**src/rtl/mips_mem_arbiter.sv**
```systemverilog
// rtl/mips_mem_arbiter.sv - fetch/data master arbiter for the single MIPS memory bus
// Optional round-robin arbitration under contention: define MIPS_ARB_RR_EN.
module mips_mem_arbiter #(
    parameter int ADDR_W = 32,
    parameter int DATA_W = 32
) (
    input  logic                clk,
    input  logic                rst_n,
    input  logic [ADDR_W-1:0]   i_address,
    input  logic                i_read,
    output logic                i_waitrequest,
    output logic [DATA_W-1:0]   i_readdata,
    input  logic [ADDR_W-1:0]   d_address,
    input  logic                d_read,
    input  logic                d_write,
    input  logic [DATA_W-1:0]   d_writedata,
    input  logic [DATA_W/8-1:0] d_byteenable,
    output logic                d_waitrequest,
    output logic [DATA_W-1:0]   d_readdata,
    output logic [ADDR_W-1:0]   mem_address,
    output logic                mem_read,
    output logic                mem_write,
    output logic [DATA_W-1:0]   mem_writedata,
    output logic [DATA_W/8-1:0] mem_byteenable,
    input  logic                mem_waitrequest,
    input  logic [DATA_W-1:0]   mem_readdata,
    output logic                busy
);

    typedef enum logic [1:0] {
        IDLE  = 2'b00,
        GNT_I = 2'b01,
        GNT_D = 2'b10
    } state_t;

    state_t state, state_nxt;
    logic   last_d, last_d_nxt;
    logic   i_req, d_req, grant_d;

    assign i_req = i_read;
    assign d_req = d_read | d_write;

`ifdef MIPS_ARB_RR_EN
    // Under contention the master that was not served last wins.
    assign grant_d = d_req & (~i_req | ~last_d);
`else
    assign grant_d = d_req;
`endif

    always_ff @(posedge clk or negedge rst_n) begin
        if (!rst_n) begin
            state  <= IDLE;
            last_d <= 1'b0;
        end else begin
            state  <= state_nxt;
            last_d <= last_d_nxt;
        end
    end

    always_comb begin
        state_nxt      = state;
        last_d_nxt     = last_d;
        mem_address    = '0;
        mem_read       = 1'b0;
        mem_write      = 1'b0;
        mem_writedata  = '0;
        mem_byteenable = '0;
        i_waitrequest  = 1'b1;
        i_readdata     = '0;
        d_waitrequest  = 1'b1;
        d_readdata     = '0;
        case (state)
            IDLE: begin
                if (grant_d)    state_nxt = GNT_D;
                else if (i_req) state_nxt = GNT_I;
            end
            GNT_I: begin
                mem_address    = i_address;
                mem_read       = i_read;
                mem_byteenable = '1;
                if (!mem_waitrequest) begin
                    i_waitrequest = 1'b0;
                    i_readdata    = mem_readdata;
                    state_nxt     = IDLE;
                    last_d_nxt    = 1'b0;
                end
            end
            GNT_D: begin
                // A simultaneous read and write is treated as a write.
                mem_address    = d_address;
                mem_write      = d_write;
                mem_read       = d_read & ~d_write;
                mem_writedata  = d_writedata;
                mem_byteenable = d_byteenable;
                if (!mem_waitrequest) begin
                    d_waitrequest = 1'b0;
                    d_readdata    = mem_readdata;
                    state_nxt     = IDLE;
                    last_d_nxt    = 1'b1;
                end
            end
            default: state_nxt = IDLE;
        endcase
    end

    assign busy = (state != IDLE);

endmodule

```
**config.mk**
```make
export PLATFORM = sky130hd
export DESIGN_NAME = mips_mem_arbiter
export DESIGN_NICKNAME = d
export VERILOG_FILES = /design/src/rtl/mips_mem_arbiter.sv
export SDC_FILE = /design/constraint.sdc
export NUM_CORES = 1
export LEC_CHECK = 0
export BUFFER_PORTS_ARGS = -buffer_cell sky130_fd_sc_hd__buf_2
export CAP_MARGIN = 20
export CORE_AREA = 2 2 108 110
export CTS_BUF_LIST = sky130_fd_sc_hd__clkbuf_2 sky130_fd_sc_hd__clkbuf_4 sky130_fd_sc_hd__clkbuf_8
export DETAILED_ROUTE_END_ITERATION = 10
export DIE_AREA = 0 0 110 112
export MAX_ROUTING_LAYER = met4
export PLACE_DENSITY = 0.5
export RECOVER_POWER = 100
export SYNTH_ARGS = -nofsm -noshare
export SYNTH_HDL_FRONTEND = slang
export SYNTH_SLANG_ARGS = --single-unit
```
**constraint.sdc**
```tcl
create_clock -name clk -period 3 [get_ports clk]
set_input_delay 0.45 -clock clk [delete_from_list [all_inputs] [get_ports clk]]
set_output_delay 0.45 -clock clk [all_outputs]
set_load 0.05 [all_outputs]
```
==> results.yml, run 1 <==
placement:
  dpl.hpwl_um: 5880
  io_buffers: 274
  placed_cells: 614
  place.gp.congestion: 0.813
final_layout:
  drive_gt1_share_pct: 45.8
  regMostFlops: "state"
  reg_top3: "state: 2 flops"
  fill_cells: 1275
  fin_cells: 617
  area_growth_syn_to_layout_pct: 96.7
  diodes: 0
  fin_nets: 618
  largest_reg_flops: 2
grt:
  grt_max_degree: 36
  antenna_found_initial: 0
  grt_usage_pct: 10.2
  overflow: 0
  grt_pass1_wl_um: 9840
  grt_pass1_vias: 2117
worst_setup_path:
  cp_top_family: "buffers and inverters"
  cp_common_cell: "clkbuf_2"
  path_cells: "inv_1 > ha_1 > clkbuf_2 > a22oi_1 > nor2b_1 > clkbuf_2"
  start_kind: "flip-flop"
  critPathMaxFanout: 35
  required_ns: 2.55
  crit_buf_inv: 3
  critPathArrivalTime_ns: 2.20
  slowest_stage: "clkbuf_2"
  crit_start: "state[1]"
  end_kind: "output pin"
  critPathMaxStageDelay_ns: 0.59
  r2r-start: "state[1]"
  timing_worst_setup_path_type: "reg -> out"
logic_synthesis:
  syn_avg_cell_area_um2: 6.81
  synth.largest_area_cell: "and2_1"
  async_flop_share_pct: 100
  synth_edf_count: 0
  synth_fp_nets: 356
  ys.flop_type: "dfrtp_1"
  synthTopCellsByCount: "and2_1, nor2b_1, a22oi_1"
  ys_ff_latch: 2
  ys_warn_count: 0
  ys_top_cells_by_area: "and2_1, a22oi_1, nor2b_1"
  synth_top_area_share_pct: 41.6
  synth_cells: 214
  netlist_area_um2: 1460
  ys_seq_area_share_pct: 3.43
  yosysMostFrequentCell: "and2_1"
  ys_types: 21
clock_tree:
  insertion_delay_ns: 0.21
  cts_buffer_depth: 2
  cts_inserted_buffers: 3
  clockRootBuffer: "clkbuf_8"
  cts.sinks: 2
  cts.repair.resized: 0
  cts_hold_buf: 0
  htree_levels: 1
  cts_setup_buffers: 0
  cts_tree: "yes"
  clk_pin_slew_ns: 0.03
timing:
  hold_ws_ns: 0.0143
  tightest_slew_ns: 0.683
  maxSlewHeadroom_pct: 54.5
  slew_violations: 0
  finClkSkew_ns: 0.000311
  setup_viol_count_final: 0
  hold_violations: 0
  min_period_over_period_pct: 88.3
  finalWorstPathRequiredPeriod_ns: 2.65
  final.setup.tns_ns: 0
  rsz0062_at_grt: "no"
  fmax_ghz: 0.378
pwr:
  power_w: 0.00342
  leakage_nw: 1.50
  power_density_nw_per_um2: 1190
  peakVddDrop_mv: 0.537
drt:
  drt-pass1-iter-count: 4
  drc: 0
  final_antenna_net_count: 0
  routed_wl_um: 6900
  wl_per_cell_um: 11.2
  drtIter0Drc: 50
  vias_per_cell: 3.95
  vias: 2436
floorplan:
  die_area_um2: 12300
  die_y_um: 112
  row_count: 39
  ioPinCount: 275
  fp.dieW_um: 110
  core_um2: 11200
  initial_core_util_pct: 13.0
worst_hold_path:
  hold_path.class: "in -> async"
outcome:
  status: "complete, no violations"
job:
  maxCapViolCount: 0
==> routing by layer <==
layer | wire (um) | GRT usage [%] | up-vias
li1 | - | - | 1222
met1 | 2600 | 11.1 | 1076
met2 | 3580 | 19.3 | 134
met3 | 646 | 1.11 | 4
met4 | 60 | 2.53 | 0
met5 | 0 | - | -
==> report_power, final <==
group / switching, W / total (W) / leakage, nW / internal, W
registers: 0.0000118 / 0.0000523 / 0.0254 / 0.0000404
clock network: 0.0000223 / 0.000107 / 0.0216 / 0.0000849
logic: 0.00247 / 0.00326 / 1.45 / 0.000793
total: 0.00250 / 0.00342 / 1.50 / 0.000918
==> area by class of cell <==
type                    instances  area, um2  share of cell area (%)
clock buffers                   3       41.3                    1.44
inverters                       4       15.0                   0.524
multi-input cells             187       1250                    43.7
flip-flops and latches          2       50.0                    1.75
well taps                     143        179                    6.24
repair buffers                278       1330                    46.3
==> kinds of logic after synthesis <==
kind of cell,count (synthesis),share of synthesized area [%]
DFF,2,3.43
AOI/OAI and AO/OA,41,20.7
and+or+nand+nor,142,61.9
adders and majority gates,4,3.43
buffers and inverters,25,10.6
==> final timing paths <==
check	to	slack (ns)	cells past startpoint
worst max-delay path	mem_address[3]	0.35	6
max in group asynchronous	state[1]	2.86	1
min in group clk	state[0]	0.57	3
worst min register to register	state[1]	0.61	2
worst min-delay path	state[0]	0.01	1
worst max register to register	state[0]	1.60	4
==> cells in the final DEF, fill, tap and decap left out, drive strengths merged, types with 4 or more instances in the layout <==
cell | Yosys | routed
a21oi | 4 | 4
buf | 14 | 177
ha | 4 | 4
a22oi | 33 | 33
inv | 4 | 4
nor2b | 38 | 38
clkbuf | 7 | 104
and2 | 97 | 97
==> through the flow <==
step,setup slack [ns],utilization (%),cell area [um2]
floorplan,0.388,-,1460
global placement,0.791,26.1,2910
detailed placement,0.712,26.1,2910
CTS,0.486,26.4,2960
global route,0.177,25.7,2870
finish,0.352,25.7,2870
(Power assumes the default switching activity.)
==> run 2: changes to the inputs <==
Settings changed: RECOVER_POWER 100 to 25, SKIP_LAST_GASP from default to 1.
==> run 2 against run 1 <==
Routed wire length fell by 0.74%. Sequential share of layout area barely moved. Combinational power barely moved. Critical path type unchanged. Critical endpoint is now mem_writedata[7]. Highest routed layer unchanged.
==> results.yml, run 2 (synthesized netlist as in run 1, its figures left out) <==
clock_tree:
  cts_buffer_depth: 2
  cts_tree: "yes"
  clockRootBuffer: "clkbuf_8"
  cts_setup_buffers: 0
  cts_hold_buf: 0
  htree_levels: 1
  insertion_delay_ns: 0.21
  cts.sinks: 2
  cts_inserted_buffers: 3
  clk_pin_slew_ns: 0.03
  cts.repair.resized: 0
worst_setup_path:
  path_cells: "inv_1 > ha_1 > clkbuf_2 > and2_1 > clkbuf_1"
  critPathMaxFanout: 35
  required_ns: 2.55
  timing_worst_setup_path_type: "reg -> out"
  critPathArrivalTime_ns: 2.13
  cp_top_family: "buffers and inverters"
  crit_buf_inv: 3
  start_kind: "flip-flop"
  critPathMaxStageDelay_ns: 0.47
  end_kind: "output pin"
  slowest_stage: "clkbuf_1"
final_layout:
  drive_gt1_share_pct: 53.4
  final_common_cell: "buf_2"
  fin_area_um2: 2910
  largest_reg_flops: 2
  regMostFlops: "state"
  reg_top3: "state: 2 flops"
  area_growth_syn_to_layout_pct: 99.9
  fin_nets: 618
  final_cell_mix: "buf_2, and2_1, nor2b_1"
  fin_cells: 617
  diodes: 0
timing:
  hold_violations: 0
  min_period_over_period_pct: 85.9
  hold_ws_ns: 0.0142
  maxSlewHeadroom_pct: 56.7
  finClkSkew_ns: 0.000128
  finalWorstPathRequiredPeriod_ns: 2.58
  slew_violations: 0
  setup_viol_count_final: 0
  fmax_ghz: 0.388
  tightest_slew_ns: 0.652
  final.setup.tns_ns: 0
  rsz0062_at_grt: "no"
drt:
  vias: 2443
  vias_per_cell: 3.96
  final_antenna_net_count: 0
  drc: 0
  routed_wl_um: 6840
  drtIter0Drc: 55
  drt-pass1-iter-count: 4
  wl_per_cell_um: 11.1
grt:
  grt_use_met3_pct: 1.11
  grt_pass1_wl_um: 9840
  overflow: 0
  grt_max_degree: 36
  use_met2_pct: 19.3
  grt_pass1_vias: 2117
  grt.busiest_layer: "met2"
  met1_usage_pct: 11.1
  grt_usage_pct: 10.2
  antenna_found_initial: 0
worst_hold_path:
  hold_path.class: "in -> async"
placement:
  place.gp.congestion: 0.813
  placed_cells: 614
  dpl_cell_area_um2: 2910
  io_buffers: 274
  dpl.hpwl_um: 5880
floorplan:
  core_um2: 11200
  initial_core_util_pct: 13.0
  row_count: 39
  fp.dieW_um: 110
  die_y_um: 112
  die_area_um2: 12300
  ioPinCount: 275
pwr:
  leakage_nw: 1.67
  power_density_nw_per_um2: 1180
  peakVddDrop_mv: 0.539
job:
  maxCapViolCount: 0
outcome:
  status: "complete, no violations"
run 2: changes by cell type in the layout (fill, tap and decap cells not counted):
cell / change
and2_1: +1
buf_2: +68
and2_0: -1
clkbuf_1: -36
buf_4: +1
clkbuf_2: -33
run 2: final timing paths:
check / startpoint / depth (start not counted) / to / slack (ns)
setup reg to reg: state[1] / 4 / state[0] / 1.60
setup / recovery: state[0] / 5 / mem_writedata[7] / 0.42
hold reg to reg: state[1] / 2 / state[1] / 0.61
max in group asynchronous: rst_n / 1 / state[1] / 2.87
hold / removal: rst_n / 1 / state[0] / 0.01
min in group clk: d_read / 3 / state[0] / 0.57
run 2: through the flow:
stage	util [%]	power, W	setup WS, ns
after floorplan	-	0.00274	0.388
after global placement	26.1	0.00338	0.791
after detailed placement	26.1	0.00341	0.712
after CTS	26.4	0.00352	0.486
after global routing	26.1	0.00366	0.207
final	26.1	0.00344	0.422
run 2: report_power, final:
group	switching (W)	total (W)	internal [W]
Combinational	0.00246	0.00329	0.000827
Clock	0.0000224	0.000107	0.0000850
Sequential	0.0000118	0.0000523	0.0000404
Total	0.00249	0.00344	0.000953
run 2: metal layers:
metal	wire length, um	vias up
li1	-	1223
met3	645	4
met1	2540	1084
met5	0	-
met4	60	0
met2	3600	132
run 2: layout make-up:
class | count | area [um2]
timing repair buffer | 278 | 1380
multi-input combinational | 187 | 1250
tap | 143 | 179
fill | 1255 | 8260
sequential | 2 | 50.0
inverter | 4 | 15.0
clock buffer | 3 | 41.3
==> run 3: changes to the inputs <==
--- a/config.mk
+++ b/config.mk
@@ -20 +20,2 @@
 export SYNTH_SLANG_ARGS = --single-unit
+export TNS_END_PERCENT = 20
==> constraint.sdc (replaced) <==
create_clock -name clk -period 3 [get_ports clk]
set_input_delay 0.3 -clock clk [delete_from_list [all_inputs] [get_ports clk]]
set_output_delay 0.3 -clock clk [all_outputs]
set_load 0.05 [all_outputs]
==> run 3 against run 2 <==
Cell count increased by 0.16%. Clock-buffer cell count unchanged. Design area decreased by 0.13%. Sequential share of layout area hardly changed. Non-clock buffer count is 1 higher. First-iteration DRC count fell by 42%. Routed wire length shrank 0.29%. Global-route usage shrank 0.39 points. Clock skew grew 0.00063 ns. Register-to-register slack hardly changed. Combinational power hardly changed. Critical path depth unchanged. Critical path type unchanged. Largest cell class unchanged.
==> results.yml, run 3 (synthesized netlist as in run 1, its figures left out) <==
drt:
  drt-pass1-iter-count: 4
  routed_wl_um: 6820
  wl_per_cell_um: 11.0
  drc: 0
  drtIter0Drc: 32
  final_antenna_net_count: 0
  vias: 2453
  vias_per_cell: 3.97
floorplan:
  fp.dieW_um: 110
  die_y_um: 112
  core_um2: 11200
  die_area_um2: 12300
  ioPinCount: 275
  row_count: 39
  initial_core_util_pct: 13.0
grt:
  antenna_found_initial: 0
  overflow: 0
  grt_pass1_vias: 2126
  grt_usage_pct: 9.81
  grt_pass1_wl_um: 9470
  grt_max_degree: 38
pwr:
  swShare_pct: 72.3
  p_int_w: 0.000950
  peakVddDrop_mv: 0.549
  comb_power_share_pct: 95.4
  pwr-share-clk_pct: 3.1
  switching_power_w: 0.00248
  leakage_nw: 1.70
  power_density_nw_per_um2: 1180
  power_w: 0.00343
  pwr-share-seq_pct: 1.5
final_layout:
  final-seq-area_um2: 50.0
  drive_gt1_share_pct: 54.7
  fin_nets: 619
  area_growth_syn_to_layout_pct: 99.7
  final_common_cell: "buf_2"
  largest_reg_flops: 2
  fin_area_um2: 2910
  diodes: 0
  multiInputGateArea_um2: 1250
  fin_cells: 618
  final_cell_mix: "buf_2, and2_1, nor2b_1"
  reg_top3: "state: 2 flops"
  fill_cells: 1251
  regMostFlops: "state"
job:
  maxCapViolCount: 0
placement:
  placed_cells: 614
  post-place-ws_ns: 0.897
  dpl.hpwl_um: 5870
  place.gp.congestion: 0.751
  dpl_cell_area_um2: 2900
  io_buffers: 274
worst_setup_path:
  critPathArrivalTime_ns: 2.16
  critPathMaxFanout: 34
  start_kind: "flip-flop"
  required_ns: 2.70
  slowest_stage: "clkbuf_1"
  timing_worst_setup_path_type: "reg -> out"
  end_kind: "output pin"
  critPathMaxStageDelay_ns: 0.47
  path_cells: "inv_1 > ha_1 > clkbuf_2 > and2_1 > clkbuf_1"
timing:
  finalWorstPathRequiredPeriod_ns: 2.46
  worst_slack_ns: 0.538
  hold_violations: 0
  maxSlewHeadroom_pct: 36.1
  finClkSkew_ns: 0.000760
  tightest_slew_ns: 0.954
  slew_violations: 0
  fmax_ghz: 0.406
  min_period_over_period_pct: 82.1
  final.setup.tns_ns: 0
  rsz0062_at_grt: "no"
  setup_viol_count_final: 0
clock_tree:
  cts.sinks: 2
  cts_inserted_buffers: 3
  cts_tree: "yes"
  cts.repair.resized: 0
  htree_levels: 1
  clk_pin_slew_ns: 0.03
  insertion_delay_ns: 0.21
  cts_buffer_depth: 2
  clockRootBuffer: "clkbuf_8"
worst_hold_path:
  hold_path.class: "in -> reg"
outcome:
  status: "complete, no violations"
run 3: path summary, 6_finish.rpt:
check,startpoint,endpoint,slack (ns),depth (start not counted)
max,state[0],mem_writedata[7],0.54,5
min,i_read,state[1],0.43,3
max reg2reg,state[1],state[0],1.60,4
min reg2reg,state[1],state[1],0.60,2
max in group asynchronous,rst_n,state[0],2.44,2
min in group asynchronous,rst_n,state[1],0.44,2
run 3: critical path, delay by kind of cell (launching register included):
kind	cells	cell delay, ns
buffers and inverters	3	1.04
DFF	1	0.37
adders and majority gates	1	0.32
and+or+nand+nor	1	0.20
run 3: metal layers:
layer | track usage, % | share of wire [%] | vias up
met5 | - | 0 | -
li1 | - | - | 1223
met1 | 10.7 | 38 | 1086
met3 | 0.644 | 8.5 | 6
met2 | 18.7 | 53 | 138
met4 | 2.53 | 1.0 | 0
run 3: what timing repair did:
action,CTS,global route
hold buffers,1,0
setup buffers,0,0
endpoints found under the hold margin,2,0
setup endpoints to repair,0,0
run 3: layout make-up:
type / count / share of cell area, %
well taps: 143 / 6.15
flip-flops and latches: 2 / 1.72
multi-input cells: 187 / 42.9
clock buffers: 3 / 1.42
repair buffers: 279 / 47.3
inverters: 4 / 0.516
run 3: stage by stage:
step / utilization, % / hold slack (ns)
detailed placement: 25.9 / 0.0863
finish: 26.0 / 0.429
global route: 26.0 / 0.459
global placement: 25.9 / 0.0887
CTS: 26.4 / 0.420
floorplan: - / 0.00441
run 3: power by group through the flow:
stage	clock, W	combinational [W]	sequential [W]
detailed placement	0	0.00334	0.0000522
global route	0.000113	0.00349	0.0000539
global placement	0	0.00333	0.0000518
CTS	0.000111	0.00335	0.0000520
floorplan	0	0.00269	0.0000500
finish	0.000106	0.00327	0.0000516
